## config.mk

```make
export PLATFORM = sky130hd
export DESIGN_NAME = debug_commit_tracker_flat
export DESIGN_NICKNAME = d
export VERILOG_FILES = /design/src/rtl/debug_commit_tracker_if.sv /design/src/rtl/debug_commit_tracker.sv /design/src/flat_wrapper.sv
export SDC_FILE = /design/constraint.sdc
export NUM_CORES = 1
export LEC_CHECK = 0
export CAP_MARGIN = 10
export CORE_MARGIN = 10
export CORE_UTILIZATION = 25
export DETAILED_ROUTE_END_ITERATION = 8
export SLEW_MARGIN = 5
export SYNTH_ARGS = -nofsm -noshare
export SYNTH_HDL_FRONTEND = slang
export SYNTH_SLANG_ARGS = --single-unit
```

## constraint.sdc

```tcl
create_clock -name clock -period 2.62 [get_ports clock]
set_clock_uncertainty 0.05 [all_clocks]
set_input_delay 0.393 -clock clock [delete_from_list [all_inputs] [get_ports clock]]
set_output_delay 0.393 -clock clock [all_outputs]
set_load 0.02 [all_outputs]
```

## src/rtl/debug_commit_tracker_if.sv

```systemverilog
// Writeback-to-debug bundle: retiring instruction fields in, commit records and status out.
// The master drives writeback; the slave is the commit tracker.
interface debug_commit_tracker_if;
    logic        wb_valid;
    logic [31:0] wb_pc;
    logic [31:0] wb_inst;
    logic        wb_regWen;
    logic [4:0]  wb_regWaddr;
    logic [31:0] wb_regWdata;
    logic        wb_memEn;
    logic [31:0] wb_memAddr;

    logic        debug_valid;
    logic        debug_halt;
    logic        debug_deviceAccess;
    logic [31:0] debug_deviceAddr;
    logic [31:0] debug_pc;
    logic        debug_regWen;
    logic [4:0]  debug_regWaddr;
    logic [31:0] debug_regWdata;
    logic [31:0] halt_code;
    logic        halt_timeout;
    logic [63:0] instret;
    logic [63:0] cycles;

    modport master (
        output wb_valid, wb_pc, wb_inst, wb_regWen, wb_regWaddr, wb_regWdata, wb_memEn, wb_memAddr,
        input  debug_valid, debug_halt, debug_deviceAccess, debug_deviceAddr, debug_pc,
               debug_regWen, debug_regWaddr, debug_regWdata, halt_code, halt_timeout, instret, cycles
    );

    modport slave (
        input  wb_valid, wb_pc, wb_inst, wb_regWen, wb_regWaddr, wb_regWdata, wb_memEn, wb_memAddr,
        output debug_valid, debug_halt, debug_deviceAccess, debug_deviceAddr, debug_pc,
               debug_regWen, debug_regWaddr, debug_regWdata, halt_code, halt_timeout, instret, cycles
    );
endinterface

```

## src/rtl/debug_commit_tracker.sv

```systemverilog
// Registers each retired instruction into a one-cycle debug record and halts on ebreak
// or when the no-commit watchdog expires. Also tracks retire/cycle counts and an a0 shadow.
module debug_commit_tracker #(
    parameter logic [31:0] WDOG_CYCLES = 32'd100000,
    parameter logic [31:0] MEM0_BASE   = 32'h8000_0000,
    parameter int          MEM0_LOG2   = 27,
    parameter logic [31:0] MEM1_BASE   = 32'h0F00_0000,
    parameter int          MEM1_LOG2   = 13
) (
    input  logic                         clock,
    input  logic                         reset,
    debug_commit_tracker_if.slave        bus
);
    localparam logic [31:0] EBREAK_INST = 32'h0010_0073;

    typedef enum logic [0:0] {ST_RUN, ST_HALTED} state_t;

    state_t      state_q, state_d;
    logic [31:0] wdog_q, wdog_d;
    logic [31:0] a0_q, a0_d;
    logic [31:0] last_pc_q, last_pc_d;
    logic        valid_q, valid_d;
    logic        halt_q, halt_d;
    logic        dev_q, dev_d;
    logic [31:0] dev_addr_q, dev_addr_d;
    logic [31:0] pc_q, pc_d;
    logic        reg_wen_q, reg_wen_d;
    logic [4:0]  reg_waddr_q, reg_waddr_d;
    logic [31:0] reg_wdata_q, reg_wdata_d;
    logic [31:0] halt_code_q, halt_code_d;
    logic        timeout_q, timeout_d;
    logic [63:0] instret_q, instret_d;
    logic [63:0] cycles_q, cycles_d;

    logic in_mem0, in_mem1, dev_hit, is_ebreak, wdog_expire;

    assign in_mem0     = (bus.wb_memAddr[31:MEM0_LOG2] == MEM0_BASE[31:MEM0_LOG2]);
    assign in_mem1     = (bus.wb_memAddr[31:MEM1_LOG2] == MEM1_BASE[31:MEM1_LOG2]);
    assign dev_hit     = bus.wb_memEn && !in_mem0 && !in_mem1;
    assign is_ebreak   = (bus.wb_inst == EBREAK_INST);
    // Expires in the idle cycle that brings the count up to WDOG_CYCLES.
    assign wdog_expire = (WDOG_CYCLES != 32'd0) && (wdog_q == WDOG_CYCLES - 32'd1);

    always_comb begin
        state_d     = state_q;
        wdog_d      = wdog_q;
        a0_d        = a0_q;
        last_pc_d   = last_pc_q;
        valid_d     = 1'b0;
        halt_d      = halt_q;
        dev_d       = dev_q;
        dev_addr_d  = dev_addr_q;
        pc_d        = pc_q;
        reg_wen_d   = reg_wen_q;
        reg_waddr_d = reg_waddr_q;
        reg_wdata_d = reg_wdata_q;
        halt_code_d = halt_code_q;
        timeout_d   = timeout_q;
        instret_d   = instret_q;
        cycles_d    = cycles_q;

        if (state_q == ST_RUN) begin
            cycles_d = cycles_q + 64'd1;
            if (bus.wb_valid) begin
                valid_d     = 1'b1;
                halt_d      = is_ebreak;
                dev_d       = dev_hit;
                dev_addr_d  = dev_hit ? bus.wb_memAddr : 32'd0;
                pc_d        = bus.wb_pc;
                reg_wen_d   = bus.wb_regWen && (bus.wb_regWaddr != 5'd0);
                reg_waddr_d = bus.wb_regWaddr;
                reg_wdata_d = bus.wb_regWdata;
                instret_d   = instret_q + 64'd1;
                wdog_d      = 32'd0;
                last_pc_d   = bus.wb_pc;
                if (bus.wb_regWen && bus.wb_regWaddr == 5'd10) begin
                    a0_d = bus.wb_regWdata;
                end
                if (is_ebreak) begin
                    halt_code_d = a0_q;
                    state_d     = ST_HALTED;
                end
            end else if (wdog_expire) begin
                // Synthetic halt record reporting the last committed pc.
                valid_d     = 1'b1;
                halt_d      = 1'b1;
                dev_d       = 1'b0;
                dev_addr_d  = 32'd0;
                pc_d        = last_pc_q;
                reg_wen_d   = 1'b0;
                reg_waddr_d = 5'd0;
                reg_wdata_d = 32'd0;
                halt_code_d = a0_q;
                timeout_d   = 1'b1;
                state_d     = ST_HALTED;
            end else if (WDOG_CYCLES != 32'd0) begin
                wdog_d = wdog_q + 32'd1;
            end
        end
    end

    always_ff @(posedge clock or negedge reset) begin
        if (!reset) begin
            state_q     <= ST_RUN;
            wdog_q      <= 32'd0;
            a0_q        <= 32'd0;
            last_pc_q   <= 32'd0;
            valid_q     <= 1'b0;
            halt_q      <= 1'b0;
            dev_q       <= 1'b0;
            dev_addr_q  <= 32'd0;
            pc_q        <= 32'd0;
            reg_wen_q   <= 1'b0;
            reg_waddr_q <= 5'd0;
            reg_wdata_q <= 32'd0;
            halt_code_q <= 32'd0;
            timeout_q   <= 1'b0;
            instret_q   <= 64'd0;
            cycles_q    <= 64'd0;
        end else begin
            state_q     <= state_d;
            wdog_q      <= wdog_d;
            a0_q        <= a0_d;
            last_pc_q   <= last_pc_d;
            valid_q     <= valid_d;
            halt_q      <= halt_d;
            dev_q       <= dev_d;
            dev_addr_q  <= dev_addr_d;
            pc_q        <= pc_d;
            reg_wen_q   <= reg_wen_d;
            reg_waddr_q <= reg_waddr_d;
            reg_wdata_q <= reg_wdata_d;
            halt_code_q <= halt_code_d;
            timeout_q   <= timeout_d;
            instret_q   <= instret_d;
            cycles_q    <= cycles_d;
        end
    end

    assign bus.debug_valid        = valid_q;
    assign bus.debug_halt         = halt_q;
    assign bus.debug_deviceAccess = dev_q;
    assign bus.debug_deviceAddr   = dev_addr_q;
    assign bus.debug_pc           = pc_q;
    assign bus.debug_regWen       = reg_wen_q;
    assign bus.debug_regWaddr     = reg_waddr_q;
    assign bus.debug_regWdata     = reg_wdata_q;
    assign bus.halt_code          = halt_code_q;
    assign bus.halt_timeout       = timeout_q;
    assign bus.instret            = instret_q;
    assign bus.cycles             = cycles_q;
endmodule

```

## src/flat_wrapper.sv

```systemverilog
// flat-port wrapper written by rule: the top's interface ports become plain ports
module debug_commit_tracker_flat 
#(
    parameter logic [31:0] WDOG_CYCLES = 32'd100000,
    parameter logic [31:0] MEM0_BASE   = 32'h8000_0000,
    parameter int          MEM0_LOG2   = 27,
    parameter logic [31:0] MEM1_BASE   = 32'h0F00_0000,
    parameter int          MEM1_LOG2   = 13
)
  (clock, reset, bus_wb_valid, bus_wb_pc, bus_wb_inst, bus_wb_regWen, bus_wb_regWaddr, bus_wb_regWdata, bus_wb_memEn, bus_wb_memAddr, bus_debug_valid, bus_debug_halt, bus_debug_deviceAccess, bus_debug_deviceAddr, bus_debug_pc, bus_debug_regWen, bus_debug_regWaddr, bus_debug_regWdata, bus_halt_code, bus_halt_timeout, bus_instret, bus_cycles);
  debug_commit_tracker_if bus_i ();
  input  logic clock;
  input  logic reset;
  input wire logic [$bits(bus_i.wb_valid)-1:0] bus_wb_valid;
  input wire logic [$bits(bus_i.wb_pc)-1:0] bus_wb_pc;
  input wire logic [$bits(bus_i.wb_inst)-1:0] bus_wb_inst;
  input wire logic [$bits(bus_i.wb_regWen)-1:0] bus_wb_regWen;
  input wire logic [$bits(bus_i.wb_regWaddr)-1:0] bus_wb_regWaddr;
  input wire logic [$bits(bus_i.wb_regWdata)-1:0] bus_wb_regWdata;
  input wire logic [$bits(bus_i.wb_memEn)-1:0] bus_wb_memEn;
  input wire logic [$bits(bus_i.wb_memAddr)-1:0] bus_wb_memAddr;
  output wire logic [$bits(bus_i.debug_valid)-1:0] bus_debug_valid;
  output wire logic [$bits(bus_i.debug_halt)-1:0] bus_debug_halt;
  output wire logic [$bits(bus_i.debug_deviceAccess)-1:0] bus_debug_deviceAccess;
  output wire logic [$bits(bus_i.debug_deviceAddr)-1:0] bus_debug_deviceAddr;
  output wire logic [$bits(bus_i.debug_pc)-1:0] bus_debug_pc;
  output wire logic [$bits(bus_i.debug_regWen)-1:0] bus_debug_regWen;
  output wire logic [$bits(bus_i.debug_regWaddr)-1:0] bus_debug_regWaddr;
  output wire logic [$bits(bus_i.debug_regWdata)-1:0] bus_debug_regWdata;
  output wire logic [$bits(bus_i.halt_code)-1:0] bus_halt_code;
  output wire logic [$bits(bus_i.halt_timeout)-1:0] bus_halt_timeout;
  output wire logic [$bits(bus_i.instret)-1:0] bus_instret;
  output wire logic [$bits(bus_i.cycles)-1:0] bus_cycles;
  assign bus_i.wb_valid = bus_wb_valid;
  assign bus_i.wb_pc = bus_wb_pc;
  assign bus_i.wb_inst = bus_wb_inst;
  assign bus_i.wb_regWen = bus_wb_regWen;
  assign bus_i.wb_regWaddr = bus_wb_regWaddr;
  assign bus_i.wb_regWdata = bus_wb_regWdata;
  assign bus_i.wb_memEn = bus_wb_memEn;
  assign bus_i.wb_memAddr = bus_wb_memAddr;
  assign bus_debug_valid = bus_i.debug_valid;
  assign bus_debug_halt = bus_i.debug_halt;
  assign bus_debug_deviceAccess = bus_i.debug_deviceAccess;
  assign bus_debug_deviceAddr = bus_i.debug_deviceAddr;
  assign bus_debug_pc = bus_i.debug_pc;
  assign bus_debug_regWen = bus_i.debug_regWen;
  assign bus_debug_regWaddr = bus_i.debug_regWaddr;
  assign bus_debug_regWdata = bus_i.debug_regWdata;
  assign bus_halt_code = bus_i.halt_code;
  assign bus_halt_timeout = bus_i.halt_timeout;
  assign bus_instret = bus_i.instret;
  assign bus_cycles = bus_i.cycles;
  debug_commit_tracker #(.WDOG_CYCLES(WDOG_CYCLES), .MEM0_BASE(MEM0_BASE), .MEM0_LOG2(MEM0_LOG2), .MEM1_BASE(MEM1_BASE), .MEM1_LOG2(MEM1_LOG2)) u_core (.clock(clock), .reset(reset), .bus(bus_i));
endmodule
```

Word level (Yosys, flattened, before mapping):

Cells that the tools add are included.
Widths: inputs -> output; s select.

* word-level logic and storage cells: 66
* bits in registers: 363

* add/subtract/negate cells: 3
* equal/unequal tests: 7
* bitwise operators: 2
* mux-type cells: 24
* reduce and logical (&&, ||, !) cells: 14

Operators by type and width (count)
* $mux 32: 11
* $add 64x1->64 const B: 2
* $add 32x1->32 const B: 1
* $eq 32x17->1 const B: 1
* $eq 32x21->1 const B: 1
* $eq 19x15->1 const B: 1
* $mux 1: 11
* $mux 5: 2
* $reduce_and 3->1: 3
* $reduce_and 2->1: 3
* $eq 5x4->1 const B: 1
* $eq 5x5->1 const B: 1
* $reduce_bool 5->1: 1
* $logic_and 1x1->1: 4
* $logic_not 1->1: 2
* $ne 2x1->1 const B: 1
* $ne 2x2->1 const B: 1
* $not 1->1: 2
* $reduce_bool 2->1: 1

Logic depth before layout (Yosys ltp):

Gate-level depths: netlist of the first run.

* depth in word-level cells: 6
* depth in mapped cells: 8

Worst setup path after synthesis of the first run:

OpenSTA, ideal clock, no wires.

* kind: register -> register
* start point: reg u_core.instret_q[5], in the netlist u_core.bus.instret[5]
* end point: reg u_core.instret_q[27], in the netlist u_core.bus.instret[27]
* library setup time: 0.131 ns
* clock period less this slack: 2.115 ns
* stages on the path, launching flop included: 6
* path slack: 0.505 ns
* arrival time: 1.934 ns
* cell sequence: dfrtp_1 > nand4_4 > or4_4 > nor3_4 > nand4_1 > xnor2_1

* cells in the longest elaborated chain, start to end: 1

Ends and longest elaborated chain
* start: declaration: RTL line debug_commit_tracker.sv:32 `logic [63:0] instret_q, instret_d;`
* start signal: assignment: RTL line debug_commit_tracker.sv:135 `instret_q <= instret_d;`
* $add 64x1->64: RTL line debug_commit_tracker.sv:73 `instret_d = instret_q + 64'd1;`

No other way between the ends.
A chain may end at the register's enable or synchronous reset.

Final worst setup path of the first run:

* start point: reg u_core.wdog_q[22]
* end point: reg u_core.wdog_q[4]

* cells in the longest elaborated chain, start to end: 3

Ends and longest elaborated chain
* start: declaration: RTL line debug_commit_tracker.sv:19 `logic [31:0] wdog_q, wdog_d;`
* start signal: assignment: RTL line debug_commit_tracker.sv:122 `wdog_q <= wdog_d;`
* $eq 32x17->1: RTL line debug_commit_tracker.sv:42 `assign wdog_expire = (WDOG_CYCLES != 32'd0) && (wdog_q == WDOG_CYCLES - 32'd1);`
* $ne 2x2->1 (no line)
* $reduce_and 2->1 (no line)

No other way between the ends.

==> impl_results.md, run 1 <==
- Ys async rst share: 100%
- Die height: 270 um
- Port Buffers: 403
- Simple-Gate Fraction of Synth Area: 16.8%
- Drt total wl: 53,100 um
- Syn nets: 1,551
- GRT Overall Usage: 14.2%
- Number of vias per cell: 4.75
- CP startpoint: u_core.wdog_q[22]
- Pre-CTS setup slack: -0.00162 ns
- WP data arrival: 2.85 ns
- Root buffer selected by CTS: clkbuf_16
- Multiplexer share of the synthesized area: 5.59%
- GPL Wtd Cong: 0.833
- Core area: 61,700 sq um
- Setup_tns: 0 ns
- Synth Instances: 1,410
- Cts bufs inserted: 43
- Critical path required time: 3.06 ns
- RR Endpoint: u_core.wdog_q[4]
- Pre-antenna DRT Iters: 5
- Final min period: 2.41 ns
- Period Utilization, post-route: 91.8%
- Pwr/cell area: 675 nW/um^2
- Slowest stage delay, CP: 0.48 ns
- Layout cell share with drive strength beyond 1: 11.5%
- Slew at the pin closest to its max-slew limit: 0.680 ns
- Reg2reg start: u_core.wdog_q[22]
- Bufs and invs on worst path: 2
- Depth of the most critical reg-to-reg path: 6
- Critical path depth: 6
- CTS H-tree depth: 2
- # IOs: 404
- Total grt overflow: 0
- Number of clock sinks: 363
- Detailed placement HPWL: 39,200 um
- Worst path cell trace: nor4_1 -> nand4_1 -> nor3_2 -> buf_4 -> inv_1 -> a311oi_1
- Worst Path Class, Setup: flop to flop
- Starting Density: 25.3%
- CTS tree: done
- Final Hold Slack: 0.307 ns
- Largest net degree at the start of global routing: 74
- Distinct cell type count after synthesis: 57
- Max-Cap Viols: 0
- Unrepaired setup endpoints after global routing: false
- Synth Area in Compound Gates: 9.76%
- Area grow syn2layout: 45.2%
- DRC: 0
- Drt initial violations: 811
- Row cnt: 91
- Antenna-violating nets left: 0
- Xor and xnor area share after synthesis: 7.08%
- Via Count: 12.9k
- FF+latch count, synth: 363
- Die X: 270 um
- Mean cell area of the mapped netlist: 11.1 sq um
- Clock Latency Late Sink: 0.59 ns
- Routed len/inst: 19.5 um
- First-pass GRT wire length: 83,200 um
- CP delay by family, top: simple AND/OR/NAND/NOR gates
- Adder-cell share of the synthesized area: 0.241%
- Vias in the first global route: 13.8k
- Final setup fails: 0
- Worst path slowest cell: nor3_2
- IR drop worst, VDD: 0.455 mV
- Status: completed
- Die ar.: 72,800 sq um
- Post-CTS setup buffer count: 0
- R2R Setup Slk: 0.21 ns
- Initial antenna violation count: 8
- EDFF count, synth: 0
- Sequential fraction of the synthesis area: 58.2%
- Hold Vio Cnt, Final: 0
- CTS clk-pin slew, worst paths: 0.06 ns
- Pins over their slew limit: 0
- Synthesis Warnings: 0
- Hold crit path type: primary input to flop
- Main synth FF type: dfrtp_1
- Mapped cell area: 15,600 sq um
- Final nets: 1,997
- Largest family of logic cells by synthesized area: simple AND/OR/NAND/NOR gates
- CTS max path bufs: 3
- Fmax: 416 MHz
- Slew HR: 54.3%
- Finished Core Util: 36.7%
- Setup ws final: 0.214 ns
- CP Max Fanout: 17
- Worst setup path endpoint: u_core.wdog_q[4]
- Leakage: 9.89 nW
- CP Launch Type: flop
- CP endpoint kind: flop
[registers in the layout (all words and copies together) (netlist names)]
| name | flops |
|---|---|
| u_core.bus.cycles | 64 |
| u_core.bus.instret | 64 |
| u_core.a0_q | 32 |
| u_core.bus.debug_deviceAddr | 32 |
| u_core.bus.debug_pc | 32 |
| u_core.bus.debug_regWdata | 32 |
| u_core.bus.halt_code | 32 |
| u_core.last_pc_q | 32 |
| u_core.wdog_q | 32 |
| u_core.bus.debug_regWaddr | 5 |
| u_core.bus.debug_deviceAccess | 1 |
| u_core.bus.debug_halt | 1 |
| u_core.bus.debug_regWen | 1 |
| u_core.bus.debug_valid | 1 |
| u_core.bus.halt_timeout | 1 |
| u_core.state_q | 1 |
[layout make-up]
type | count | area, sq um
fill | 6140 | 39100
clock inverter | 19 | 319
timing repair buffer | 463 | 4650
sequential | 363 | 9080
multi-input combinational | 956 | 6210
inverter | 29 | 109
tap | 837 | 1050
clock buffer | 58 | 1220
antenna | 1 | 2.50
[kinds of logic after synthesis]
group	after synthesis
flip-flops	363
adder cells (fa/ha/maj)	3
XOR/XNOR	126
AND/OR/NAND/NOR	528
AO/OA/AOI/OAI	220
multiplexers	79
buffers and inverters	91
[cells in the final DEF (no fill, tap or decap), drive strengths merged, types with 6 or more instances in the layout]
| cell | n |
|---|---|
| nor2 | 81 |
| xnor2 | 61 |
| buf | 60 |
| clkbuf | 58 |
| nand3 | 68 |
| a21oi | 36 |
| or3 | 6 |
| a22o | 68 |
| a31oi | 7 |
| and3 | 16 |
| and2 | 9 |
| clkdlybuf4s50 | 402 |
| o22ai | 65 |
| o21ai | 22 |
| nor4 | 28 |
| nor3 | 48 |
| xor2 | 65 |
| nand4 | 56 |
| dfrtp | 363 |
| nand2 | 187 |
| mux2 | 65 |
| and4 | 8 |
| bufinv | 6 |
| clkinv | 10 |
| inv | 30 |
| mux2i | 14 |
[routing by layer]
metal  vias up  GRT usage [%]  part of all wire (%)
met5         -              0                  0.15
met4        14           4.63                   2.9
met3        93           6.03                   9.6
met2       476           22.1                    45
met1      6401           17.6                    43
li1       5963              -                     -
[power breakdown]
part	switching (mW)	total [mW]	leakage (nW)	internal, mW
clock	2.53	6.43	0.751	3.90
sequential	0.448	6.52	4.77	6.07
combinational	1.19	2.34	4.36	1.15
[worst min-delay path by stage]
stage	slack (ns)	start	cells past startpoint	to
floorplan	0.05	reset	0	u_core.a0_q[0]
global placement	0.37	reset	1	u_core.bus.debug_regWdata[14]
detailed placement	0.37	reset	1	u_core.bus.debug_regWdata[14]
CTS	0.26	bus_wb_pc[27]	3	u_core.last_pc_q[27]
global route	0.28	bus_wb_pc[27]	3	u_core.last_pc_q[27]
finish	0.31	bus_wb_pc[27]	3	u_core.last_pc_q[27]
[synthesized netlist by cell type (2+ instances only)]
| library cell | instances | area share, % |
|---|---|---|
| a32o_1 | 2 | 0.13 |
| nand3_1 | 68 | 2.2 |
| nand2_1 | 187 | 4.5 |
| buf_2 | 10 | 0.32 |
| a21o_1 | 2 | 0.096 |
| xnor2_1 | 61 | 3.4 |
| mux2i_1 | 14 | 0.90 |
| clkbuf_1 | 45 | 1.1 |
| xor2_1 | 65 | 3.7 |
| or3_1 | 6 | 0.24 |
| nor4_2 | 2 | 0.16 |
| and4_1 | 8 | 0.45 |
| nor2_1 | 81 | 1.9 |
| nor4_1 | 25 | 1.0 |
| dfrtp_1 | 363 | 58 |
| and3_1 | 16 | 0.64 |
| nor3_2 | 3 | 0.19 |
| o311ai_0 | 3 | 0.17 |
| a22o_1 | 68 | 3.8 |
| o22ai_1 | 65 | 2.6 |
| nor4b_1 | 5 | 0.28 |
| or4_1 | 2 | 0.096 |
| nor2b_1 | 4 | 0.16 |
| inv_1 | 28 | 0.67 |
| o21ai_0 | 20 | 0.64 |
| a21oi_1 | 36 | 1.2 |
| a31oi_1 | 7 | 0.28 |
| o31ai_1 | 4 | 0.19 |
| nor3_1 | 44 | 1.4 |
| mux2_2 | 65 | 4.7 |
| nor4bb_1 | 2 | 0.13 |
| ha_1 | 3 | 0.24 |
| o21ai_1 | 2 | 0.064 |
| nand4_1 | 54 | 2.2 |
| and2_1 | 9 | 0.36 |
| nand3b_1 | 2 | 0.096 |
| a311o_1 | 2 | 0.13 |
| nand4b_1 | 2 | 0.11 |
| buf_1 | 7 | 0.17 |
[per-stage QoR]
| stage | area, sq um | std cells | total power, mW |
|---|---|---|---|
| 2_1_floorplan | 15600 | 1410 | 7.57 |
| 3_3_place_gp | 21100 | 2647 | 8.92 |
| 3_5_place_dp | 21100 | 2647 | 8.98 |
| 4_1_cts | 22600 | 2725 | 15.5 |
| 5_1_grt | 22600 | 2725 | 16.0 |
| 6_report | 22600 | 2726 | 15.3 |
[worst min-delay path, stage by stage]
cell and delay (ns):
clkdlybuf4s50_1 0.42, nand2_1 0.06, nand2_1 0.04
[what timing repair did]
action / in CTS / in global routing
resized for setup: 0 / 1
hold buffers: 1 / 0
endpoints found under the hold margin: 56 / 0
endpoints found under the setup margin: 0 / 32
(Power assumes the default switching activity.)
==> run 2, diff against run 1 <==
Settings changed: CAP_MARGIN 10 to default.
==> results of run 2 <==
No change in the layout: final DEF, timing and power equal those of run 1.
==> run 3, diff against run 2 <==
Settings changed: REMOVE_ABC_BUFFERS from default to 1.
==> impl_results.md, run 3 (synthesized netlist as in run 1, its figures left out) <==
- Commonest non-fill, non-tap cell in the layout: clkdlybuf4s50_1
- Critical path required time: 3.02 ns (-0.04 ns)
- Fmax: 417 MHz (+0.28%)
- Pwr/cell area: 660 nW/um^2 (-2.2%)
- Gate power share: 15.7% (+0.4 points)
- Detailed placement HPWL: 37,700 um (-3.8%)
- Hold crit path type: primary input to flop
- Slew at the pin closest to its max-slew limit: 0.835 ns (+0.155 ns)
- Post-CTS setup buffer count: 0 (unchanged)
- CP Max Fanout: 15 (-2)
- Drt initial violations: 847 (+4.4%)
- Initial antenna violation count: 5 (-3)
- Total grt overflow: 0 (unchanged)
- Number of vias per cell: 4.73 (-0.35%)
- Max-Cap Viols: 0 (unchanged)
- GPL Wtd Cong: 0.851 (+2.1%)
- Starting Density: 25.3% (unchanged)
- Area grow syn2layout: 43.8%
- Vias in the first global route: 13.3k (-3.5%)
- Largest net degree at the start of global routing: 75 (+1.4%)
- Port Buffers: 403 (unchanged)
- CTS clk-pin slew, worst paths: 0.06 ns (about the same)
- Drt total wl: 51,800 um (-2.5%)
- WP data arrival: 2.80 ns (-0.05 ns)
- CTS max path bufs: 3 (unchanged)
- Antenna diodes: 0 (-1)
- Total power: 14.8 mW (-3.2%)
- CP delay by family, top: simple AND/OR/NAND/NOR gates
- Worst path slowest cell: nor4_2
- Cts bufs inserted: 42 (-2.3%)
- Root buffer selected by CTS: clkbuf_16
- Routed len/inst: 19.1 um (-2.1%)
- IR drop worst, VDD: 0.404 mV (-11%)
- Via Count: 12.9k (-0.71%)
- Design area: 22,400 sq um (-0.99%)
- Period Utilization, post-route: 91.6% (-0.26 points)
- Worst path cell trace: ha_1 -> and4_1 -> nand2_1 -> nor4_2 -> o21ai_4 -> buf_12 -> mux2_2
- Final nets: 1,987 (-0.50%)
- Hold Vio Cnt, Final: 0 (unchanged)
- Multi-input gate area: 6200 sq um (about the same)
- Pins over their slew limit: 0 (unchanged)
- Pre-antenna DRT Iters: 5 (unchanged)
- Switching Share: 27.8% (+0.55 points)
- Final setup fails: 0 (unchanged)
- Die ar.: 72,800 sq um (unchanged)
- Clock power frac: 40.3% (-1.7 points)
- Placed Instance Area: 21,000 sq um (-0.40%)
- Bufs and invs on worst path: 1 (-1)
- # IOs: 404 (unchanged)
- Internal power: 10.7 mW (-3.9%)
- Most frequent cells in the layout: clkdlybuf4s50_1, dfrtp_1, nand2_1, nor2_1
- Row cnt: 91 (unchanged)
- GRT Overall Usage: 13.9% (-0.36 points)
- CTS H-tree depth: 2 (unchanged)
- CP endpoint kind: flop
- Final Hold Slack: 0.321 ns (+0.0140 ns)
- Sequential standard cell area: 9080 sq um (unchanged)
- Layout cell share with drive strength beyond 1: 11.2% (-0.32 points)
- CP Launch Type: flop
- Slowest stage delay, CP: 0.54 ns (+0.06 ns)
- Die height: 270 um (unchanged)
- Antenna-violating nets left: 0 (unchanged)
- Worst Path Class, Setup: flop to flop
- DRC: 0 (unchanged)
- Leakage: 9.78 nW (-1.1%)
- Slew HR: 43.8% (-11 points)
- First-pass GRT wire length: 81,100 um (-2.6%)
- Unrepaired setup endpoints after global routing: false
- Net Sw Power: 4.12 mW (-1.2%)
- Fillers: 6,173 (+0.54%)
- Status: completed
- Number of clock sinks: 363 (unchanged)
- Die X: 270 um (unchanged)
- Fraction of power consumed by sequential logic: 44.1% (+1.5 points)
- CTS tree: done
- Clock Latency Late Sink: 0.58 ns (about the same)
- Core area: 61,700 sq um (unchanged)
- Final min period: 2.40 ns (-0.00678 ns)
run 3: changes by cell type in the layout (fill, tap and decap cells not counted):
cell and change:
buf_12 -1, buf_4 -8, bufinv_16 -4, clkbuf_1 -2, clkinv_16 -2, clkinv_2 +5, clkinvlp_4 +1, diode_2 -1
inv_6 +2, nand2b_2 +1, nand2b_4 -1
run 3: stage by stage:
stage | setup WS [ns] | setup TNS, ns | utilization (%) | instances
after floorplan | -2.92 | -424.83 | - | 1348
after global placement | -0.0511 | -1.47 | 34.0 | 2638
after detailed placement | -0.0242 | -0.0242 | 34.0 | 2638
after CTS | 0.00453 | 0 | 36.3 | 2716
after global routing | 0.0491 | 0 | 36.3 | 2716
final | 0.220 | 0 | 36.3 | 2716
run 3: final timing paths:
kind,startpoint,to,slack [ns],depth (start not counted)
setup / recovery,u_core.wdog_q[0],u_core.bus.halt_code[12],0.22,7
hold / removal,bus_wb_pc[29],u_core.last_pc_q[29],0.32,3
setup reg to reg,u_core.wdog_q[0],u_core.bus.halt_code[12],0.22,7
hold reg to reg,u_core.last_pc_q[10],u_core.last_pc_q[10],0.43,2
max in group asynchronous,reset,u_core.bus.debug_pc[17],1.42,3
min in group asynchronous,reset,u_core.bus.debug_deviceAddr[20],0.33,2
run 3: power groups by stage:
| stage | Sequential [mW] | Clock, mW | Combinational (mW) |
|---|---|---|---|
| 2_1_floorplan | 6.87 | 0 | 0.681 |
| 3_3_place_gp | 6.58 | 0 | 2.31 |
| 3_5_place_dp | 6.61 | 0 | 2.35 |
| 4_1_cts | 6.52 | 6.18 | 2.36 |
| 5_1_grt | 6.60 | 6.38 | 2.51 |
| 6_report | 6.52 | 5.96 | 2.32 |
run 3: layout make-up:
class	instances	area share [%]
timing repair buffer	454	20.4
sequential	363	40.5
inverter	29	0.485
multi-input combinational	956	27.7
clock buffer	56	5.42
tap	837	4.67
clock inverter	21	0.843
run 3: worst reg2reg max path: cells and delay by family, from the launching register on:
kind / cells / cell delay, ns
simple gates: 3 / 0.97
mux: 1 / 0.28
buf+inv: 1 / 0.18
compound gates: 1 / 0.14
flops: 1 / 0.42
fa+ha+maj: 1 / 0.22
run 3: layer usage:
metal,part of all wire (%),GRT usage (%),wire [um]
met5,0.081,0,42
met4,2.7,4.70,1400
met3,10,5.66,5160
met2,45,21.7,23500
met1,42,17.0,21700
run 3: timing repair:
item                                   CTS  global route
setup endpoints to repair                0            32
hold buffers                             1             0
gates resized for setup                  0             1
endpoints found under the hold margin   42             0
